==> src/rtl/seq_pattern_gen_if.sv <==
// Handshake/bus bundle for the serial pattern transmitter.
// master = the side that requests runs and accepts bits; slave = the transmitter.
interface seq_pattern_gen_if #(
  parameter int MAX_LEN = 16,
  parameter int CNT_W   = 8
) ();
  localparam int LEN_W = $clog2(MAX_LEN + 1);

  logic               start;
  logic [MAX_LEN-1:0] pattern;
  logic [LEN_W-1:0]   len;
  logic [CNT_W-1:0]   repeat_cnt;
  logic [CNT_W-1:0]   gap;
  logic               ready;
  logic               dout;
  logic               dout_vld;
  logic               busy;
  logic               done;
  logic               err;

  modport master (
    output start, pattern, len, repeat_cnt, gap, ready,
    input  dout, dout_vld, busy, done, err
  );

  modport slave (
    input  start, pattern, len, repeat_cnt, gap, ready,
    output dout, dout_vld, busy, done, err
  );
endinterface

==> src/rtl/seq_pattern_gen.sv <==
// Serial bit-pattern transmitter: sends a 1..MAX_LEN-bit pattern MSB-first,
// repeated repeat_cnt times with optional zero-bit gaps, under a ready handshake.
module seq_pattern_gen #(
  parameter int MAX_LEN = 16,
  parameter int CNT_W   = 8
) (
  input  logic                 clk,
  input  logic                 rst,
  seq_pattern_gen_if.slave     bus
);
  localparam int LEN_W = $clog2(MAX_LEN + 1);

  typedef enum logic [1:0] {IDLE, SHIFT, GAP} state_t;

  state_t             r_state;
  logic [MAX_LEN-1:0] r_pattern;
  logic [LEN_W-1:0]   r_len;
  logic [CNT_W-1:0]   r_gap;
  logic [CNT_W-1:0]   r_rep_left;
  logic [CNT_W-1:0]   r_gap_left;
  logic [LEN_W-1:0]   r_bit_idx;
  logic               r_dout;
  logic               r_dout_vld;
  logic               r_busy;
  logic               r_done;
  logic               r_err;

  logic               w_args_bad;
  logic               w_xfer;

  // Bit select with an index wider than the pattern needs.
  function automatic logic pick_bit(input logic [MAX_LEN-1:0] pat,
                                    input logic [LEN_W-1:0]   idx);
    logic b;
    b = 1'b0;
    for (int i = 0; i < MAX_LEN; i++)
      if (idx == LEN_W'(i)) b = pat[i];
    return b;
  endfunction

  assign w_args_bad = (bus.len == '0) || (bus.len > LEN_W'(MAX_LEN)) ||
                      (bus.repeat_cnt == '0);
  assign w_xfer     = r_dout_vld && bus.ready;

  always_ff @(posedge clk) begin
    if (rst) begin
      r_state    <= IDLE;
      r_dout     <= 1'b0;
      r_dout_vld <= 1'b0;
      r_busy     <= 1'b0;
      r_done     <= 1'b0;
      r_err      <= 1'b0;
    end else begin
      r_done <= 1'b0;
      r_err  <= 1'b0;
      case (r_state)
        IDLE: begin
          if (bus.start) begin
            if (w_args_bad) begin
              r_err <= 1'b1;
            end else begin
              r_pattern  <= bus.pattern;
              r_len      <= bus.len;
              r_gap      <= bus.gap;
              r_rep_left <= bus.repeat_cnt;
              r_bit_idx  <= bus.len - 1'b1;
              r_dout     <= pick_bit(bus.pattern, bus.len - 1'b1);
              r_dout_vld <= 1'b1;
              r_busy     <= 1'b1;
              r_state    <= SHIFT;
            end
          end
        end
        SHIFT: begin
          if (w_xfer) begin
            if (r_bit_idx != '0) begin
              r_bit_idx <= r_bit_idx - 1'b1;
              r_dout    <= pick_bit(r_pattern, r_bit_idx - 1'b1);
            end else if (r_rep_left == CNT_W'(1)) begin
              r_dout     <= 1'b0;
              r_dout_vld <= 1'b0;
              r_busy     <= 1'b0;
              r_done     <= 1'b1;
              r_state    <= IDLE;
            end else begin
              r_rep_left <= r_rep_left - 1'b1;
              if (r_gap != '0) begin
                r_gap_left <= r_gap;
                r_dout     <= 1'b0;
                r_state    <= GAP;
              end else begin
                r_bit_idx <= r_len - 1'b1;
                r_dout    <= pick_bit(r_pattern, r_len - 1'b1);
              end
            end
          end
        end
        GAP: begin
          if (w_xfer) begin
            if (r_gap_left == CNT_W'(1)) begin
              r_bit_idx <= r_len - 1'b1;
              r_dout    <= pick_bit(r_pattern, r_len - 1'b1);
              r_state   <= SHIFT;
            end else begin
              r_gap_left <= r_gap_left - 1'b1;
            end
          end
        end
        default: r_state <= IDLE;
      endcase
    end
  end

  assign bus.dout     = r_dout;
  assign bus.dout_vld = r_dout_vld;
  assign bus.busy     = r_busy;
  assign bus.done     = r_done;
  assign bus.err      = r_err;
endmodule

==> src/flat_wrapper.sv <==
// flat-port wrapper written by rule: the top's interface ports become plain ports
module seq_pattern_gen_flat 
#(
  parameter int MAX_LEN = 16,
  parameter int CNT_W   = 8
)
  (clk, rst, bus_start, bus_pattern, bus_len, bus_repeat_cnt, bus_gap, bus_ready, bus_dout, bus_dout_vld, bus_busy, bus_done, bus_err);
  seq_pattern_gen_if #(.MAX_LEN(MAX_LEN), .CNT_W(CNT_W)) bus_i ();
  input  logic clk;
  input  logic rst;
  input wire logic [$bits(bus_i.start)-1:0] bus_start;
  input wire logic [$bits(bus_i.pattern)-1:0] bus_pattern;
  input wire logic [$bits(bus_i.len)-1:0] bus_len;
  input wire logic [$bits(bus_i.repeat_cnt)-1:0] bus_repeat_cnt;
  input wire logic [$bits(bus_i.gap)-1:0] bus_gap;
  input wire logic [$bits(bus_i.ready)-1:0] bus_ready;
  output wire logic [$bits(bus_i.dout)-1:0] bus_dout;
  output wire logic [$bits(bus_i.dout_vld)-1:0] bus_dout_vld;
  output wire logic [$bits(bus_i.busy)-1:0] bus_busy;
  output wire logic [$bits(bus_i.done)-1:0] bus_done;
  output wire logic [$bits(bus_i.err)-1:0] bus_err;
  assign bus_i.start = bus_start;
  assign bus_i.pattern = bus_pattern;
  assign bus_i.len = bus_len;
  assign bus_i.repeat_cnt = bus_repeat_cnt;
  assign bus_i.gap = bus_gap;
  assign bus_i.ready = bus_ready;
  assign bus_dout = bus_i.dout;
  assign bus_dout_vld = bus_i.dout_vld;
  assign bus_busy = bus_i.busy;
  assign bus_done = bus_i.done;
  assign bus_err = bus_i.err;
  seq_pattern_gen #(.MAX_LEN(MAX_LEN), .CNT_W(CNT_W)) u_core (.clk(clk), .rst(rst), .bus(bus_i));
endmodule
==> config.mk <==
export PLATFORM = sky130hd
export DESIGN_NAME = seq_pattern_gen_flat
export DESIGN_NICKNAME = d
export VERILOG_FILES = /design/src/rtl/seq_pattern_gen_if.sv /design/src/rtl/seq_pattern_gen.sv /design/src/flat_wrapper.sv
export SDC_FILE = /design/constraint.sdc
export NUM_CORES = 1
export LEC_CHECK = 0
export BUFFER_PORTS_ARGS = -buffer_cell sky130_fd_sc_hd__buf_2
export CORE_MARGIN = 1.5
export CORE_UTILIZATION = 46
export CTS_BUF_LIST = sky130_fd_sc_hd__clkbuf_4 sky130_fd_sc_hd__clkbuf_8
export DETAILED_ROUTE_END_ITERATION = 16
export GPL_TIMING_DRIVEN = 0
export HOLD_SLACK_MARGIN = 0.1
export PLACE_DENSITY = 0.71
export REMOVE_ABC_BUFFERS = 1
export SLEW_MARGIN = 20
export SYNTH_ARGS = -nofsm -noshare
export SYNTH_HDL_FRONTEND = slang
export SYNTH_SLANG_ARGS = --single-unit
==> constraint.sdc <==
create_clock -name clk -period 2.8 [get_ports clk]
set_input_delay 0.14 -clock clk [delete_from_list [all_inputs] [get_ports clk]]
set_output_delay 0.14 -clock clk [all_outputs]
set_load 0.1 [all_outputs]
==> reports/summary.log <==
[status] result of the run completed
[finish] number of inserted filler cells in the final layout 563
[synthesis] number of synthesis warnings 0
[timing] setup-violating endpoint count in the final report 0
[timing] highest clock rate 390 MHz
[clocking] clock transition at the register clock pins on the worst setup and hold paths after CTS 110 ps
[drt] iteration-0 DRC count of the detailed router 143
[placement] placed standard-cell area 0.00366 mm^2
[timing] actual slew at the worst max-slew pin 804 ps
[synthesis] top cells by area in the synthesized netlist sky130_fd_sc_hd__edfxtp_1, sky130_fd_sc_hd__ha_1, sky130_fd_sc_hd__nor2_1
[synthesis] cell count after synthesis 301
[timing] headroom to the max-slew limit 46.2%
[synthesis] synth unique cells 52
[drt] Final Routed Wirelength 7.17 mm
[clocking] clk_lat worst skew 320 ps
[power] worst vdd rail ir drop 0.232 mV
[finish] final cell count without fillers 474
[setup_path] CP arrival 2800 ps
[timing] Period minus WS final 2560 ps
[finish] layout-stage area growth over the synthesis result 23.6%
[timing] final hold viol count 0
[synthesis] most used flip-flop cell after synthesis sky130_fd_sc_hd__edfxtp_1
[worst_hold_path] Hold WC Path Type input pin to flop
[drt] average wire length per cell after detail routing 15.1 um
[setup_path] Worst setup EP type flop
[power] cell internal power dissipation 0.00152 W
[placement] number of port buffers 45
[synthesis] async set-reset flop share out of synthesis 0%
[die] Boundary Pins 46
[power] power dissipated by switching net loads 0.000845 W
[power] leakage power 1.54 nW
[clocking] total clock buffers created by CTS 5
[finish] fraction of layout cells with a size suffix above 1 19.0%
[setup_path] kind of start point of the critical path flop
[power] share of total power in the clock network 20.1%
[clocking] TritonCTS clock tree yes
[grt] number of global-route vias before repair 2467
[drt] count of antenna-violating nets left after detailed routing 0
[grt] Total Routing Usage GR 19.4%
[timing] setup skew after layout 14.4 ps
[power] switching power share of the total 35.7%
[grt] GRT Residual Overflow 0
[job] MaxCap Viol Count 0
[power] sequential power share 46.7%
[clocking] deepest clock path buffer count 2
[placement] Setup Slack @ Placement -390 ps
[die] area of the core 0.00687 mm^2
[grt] first-pass GRT wire length 11.4 mm
[placement] count of placed standard cells including taps 436
[power] total power divided by cell area 577 mW/mm^2
[synthesis] cell taking the most area after synthesis sky130_fd_sc_hd__edfxtp_1
[clocking] CTS sink cnt 56
[finish] number of inserted diodes 0
[placement] Final HPWL DP 5.27 mm
[grt] maximum number of pins on one net before global-route repair 26
[finish] final std cell area, no fill 0.00410 mm^2
[timing] post-layout worst setup margin 235 ps
[timing] crit share post-route 91.6%
[drt] residual DRC count 0
[die] die footprint 0.00772 mm^2
[finish] number of nets in the layout 441
[synthesis] fraction of post-synthesis cell area in the top cell type by area 45.3%
[synthesis] number of flip-flops and latches in the synthesized netlist 56
[die] FP Rows 30
[synthesis] per-instance average area after synthesis 11.0 um^2
[finish] final core area utilization 59.6%
[clocking] CTS root buf sky130_fd_sc_hd__clkbuf_8
[timing] RSZ-0062 raised after global routing false
[power] combinational group share of total power 33.2%
[die] DIE WIDTH 87.9 um
[setup_path] worst-path fanout max 5
[synthesis] synthesized area 0.00331 mm^2
[die] starting utilization of the core area 48.3%
[synthesis] number of enable-type register cells in the synthesized netlist 50
[synthesis] part of the Yosys area used for sequential elements 48.9%
[timing] total count of max-transition violations in the final report 0
[die] Chip Height 87.9 um
[clocking] H-tree depth 2
[drt] number of vias after detailed routing 2573
[drt] total iterations of the first detailed-routing run 5
[setup_path] class of the most critical setup path flop to flop
[drt] Via-to-Cell Ratio 5.43
[grt] initial antenna violation count 0
[placement] final RePlAce weighted congestion 0.792
[setup_path] data required time at the worst endpoint 3030 ps
==> power by group through the flow <==
stage                     combinational (W)  sequential [W]  clock (W)
after global routing               0.000867         0.00112   0.000511
after detailed placement           0.000730         0.00112          0
after floorplan                    0.000452         0.00121          0
after global placement             0.000710         0.00112          0
after CTS                          0.000771         0.00110   0.000481
final                              0.000784         0.00110   0.000475
==> cell usage in the layout (no fill, tap or decap), types with 3 or more instances in the layout <==
cell / n
sky130_fd_sc_hd__edfxtp_1: 50
sky130_fd_sc_hd__buf_2: 45
sky130_fd_sc_hd__nor2_1: 34
sky130_fd_sc_hd__dlygate4sd3_1: 30
sky130_fd_sc_hd__a21oi_1: 22
sky130_fd_sc_hd__ha_1: 22
sky130_fd_sc_hd__inv_1: 17
sky130_fd_sc_hd__xnor2_1: 14
sky130_fd_sc_hd__nor3_1: 11
sky130_fd_sc_hd__nand2_1: 10
sky130_fd_sc_hd__a31oi_1: 8
sky130_fd_sc_hd__a221oi_1: 8
sky130_fd_sc_hd__o21ai_0: 7
sky130_fd_sc_hd__mux2i_1: 6
sky130_fd_sc_hd__xor2_1: 6
sky130_fd_sc_hd__dfxtp_1: 6
sky130_fd_sc_hd__nand3_1: 5
sky130_fd_sc_hd__nor2b_1: 5
sky130_fd_sc_hd__nor4_1: 5
sky130_fd_sc_hd__clkbuf_8: 5
sky130_fd_sc_hd__nor3b_1: 4
sky130_fd_sc_hd__mux2_2: 4
sky130_fd_sc_hd__nand2b_1: 3
sky130_fd_sc_hd__and3_1: 3
sky130_fd_sc_hd__a22oi_1: 3
==> timing repair <==
item                                    4_1_cts  5_1_grt
endpoints found under the setup margin       16       19
hold endpoints to repair                     31        0
hold buffers                                 30        0
resized for setup                             2        4
buffers inserted                              0        0
==> critical path, cell delays in order, from the launching register on <==
cell                       delay, ps
sky130_fd_sc_hd__edfxtp_1        450
sky130_fd_sc_hd__inv_1           110
sky130_fd_sc_hd__ha_1            280
sky130_fd_sc_hd__nor2b_1         290
sky130_fd_sc_hd__a221oi_1        130
sky130_fd_sc_hd__or4_1           500
sky130_fd_sc_hd__a311oi_1        320
sky130_fd_sc_hd__a22oi_1         150
sky130_fd_sc_hd__a311oi_1        250
==> registers in the layout, indices dropped and copies added, names as in the netlist, 2 cells and up <==
signal / count
u_core.r_gap: 8
u_core.r_pattern: 16
u_core.r_rep_left: 8
u_core.r_bit_idx: 5
u_core.r_len: 5
u_core.r_gap_left: 8
u_core.r_state: 2
==> final cells by class <==
class / count / area (um^2) / share of cell area, %
tap: 96 / 120 / 2.93
inverter: 17 / 63.8 / 1.56
clock inverter: 3 / 27.5 / 0.672
sequential: 56 / 1620 / 39.6
multi-input combinational: 221 / 1640 / 40.1
clock buffer: 5 / 68.8 / 1.68
timing repair buffer: 76 / 553 / 13.5
==> cell usage after synthesis (2+ instances only) <==
library cell,instances
sky130_fd_sc_hd__o21ai_0,7
sky130_fd_sc_hd__mux2i_1,6
sky130_fd_sc_hd__or3_4,2
sky130_fd_sc_hd__a31oi_1,8
sky130_fd_sc_hd__nand3_1,5
sky130_fd_sc_hd__nor4_1,5
sky130_fd_sc_hd__nor2_1,35
sky130_fd_sc_hd__nand3b_1,2
sky130_fd_sc_hd__o221ai_1,2
sky130_fd_sc_hd__a221oi_1,8
sky130_fd_sc_hd__a21oi_1,23
sky130_fd_sc_hd__nor3b_1,4
sky130_fd_sc_hd__and3_1,3
sky130_fd_sc_hd__a22oi_1,3
sky130_fd_sc_hd__or2_2,2
sky130_fd_sc_hd__a211oi_1,2
sky130_fd_sc_hd__dfxtp_1,6
sky130_fd_sc_hd__inv_1,17
sky130_fd_sc_hd__edfxtp_1,50
sky130_fd_sc_hd__a311oi_1,2
sky130_fd_sc_hd__xnor2_1,15
sky130_fd_sc_hd__nand2b_1,3
sky130_fd_sc_hd__ha_1,23
sky130_fd_sc_hd__o21a_1,2
sky130_fd_sc_hd__xor2_1,6
sky130_fd_sc_hd__nor3_1,12
sky130_fd_sc_hd__mux2_2,4
sky130_fd_sc_hd__clkbuf_1,5
sky130_fd_sc_hd__nor4b_1,2
sky130_fd_sc_hd__and2_1,2
sky130_fd_sc_hd__nand2_1,10
sky130_fd_sc_hd__nor2b_1,5
==> cell families (layout without fill, tap and decap cells) <==
kind of cell	after synthesis	count (layout)	synth area share, %
xor gates and xnor gates	21	21	5.55
and+or+nand+nor	96	96	15.3
adders and majority gates	23	23	8.68
AOI/OAI and AO/OA	70	70	14.9
DFF	56	56	48.9
muxes	11	11	3.85
buffers and inverters	24	101	2.83
==> layer usage <==
layer	vias to the layer above	part of all wire, %	track usage, %
li1	1283	-	-
met1	1211	45	25.8
met2	71	49	33.1
met3	8	4.8	2.83
met4	0	1.1	4.91
met5	-	0	0
==> per-stage QoR <==
stage / setup TNS (ps) / total power (W) / hold slack, ps
6_report: 0 / 0.00236 / 130
2_1_floorplan: -8190 / 0.00166 / 209
5_1_grt: 0 / 0.00250 / 131
3_3_place_gp: -20040 / 0.00183 / 321
4_1_cts: 0 / 0.00235 / 121
3_5_place_dp: -3390 / 0.00185 / 318
==> path summary, 6_finish.rpt <==
check                                      from                        endpoint  slack [ps]  cells past startpoint
hold reg to reg    u_core.bus.dout$_SDFFE_PP0P_    u_core.bus.dout$_SDFFE_PP0P_         520                      2
setup / recovery  u_core.r_bit_idx[0]$_DFFE_PP_    u_core.bus.dout$_SDFFE_PP0P_         240                      8
setup reg to reg  u_core.r_bit_idx[0]$_DFFE_PP_    u_core.bus.dout$_SDFFE_PP0P_         240                      8
hold / removal                bus_repeat_cnt[1]  u_core.r_rep_left[1]$_DFFE_PP_         130                      3
(Power assumes the default switching activity.)
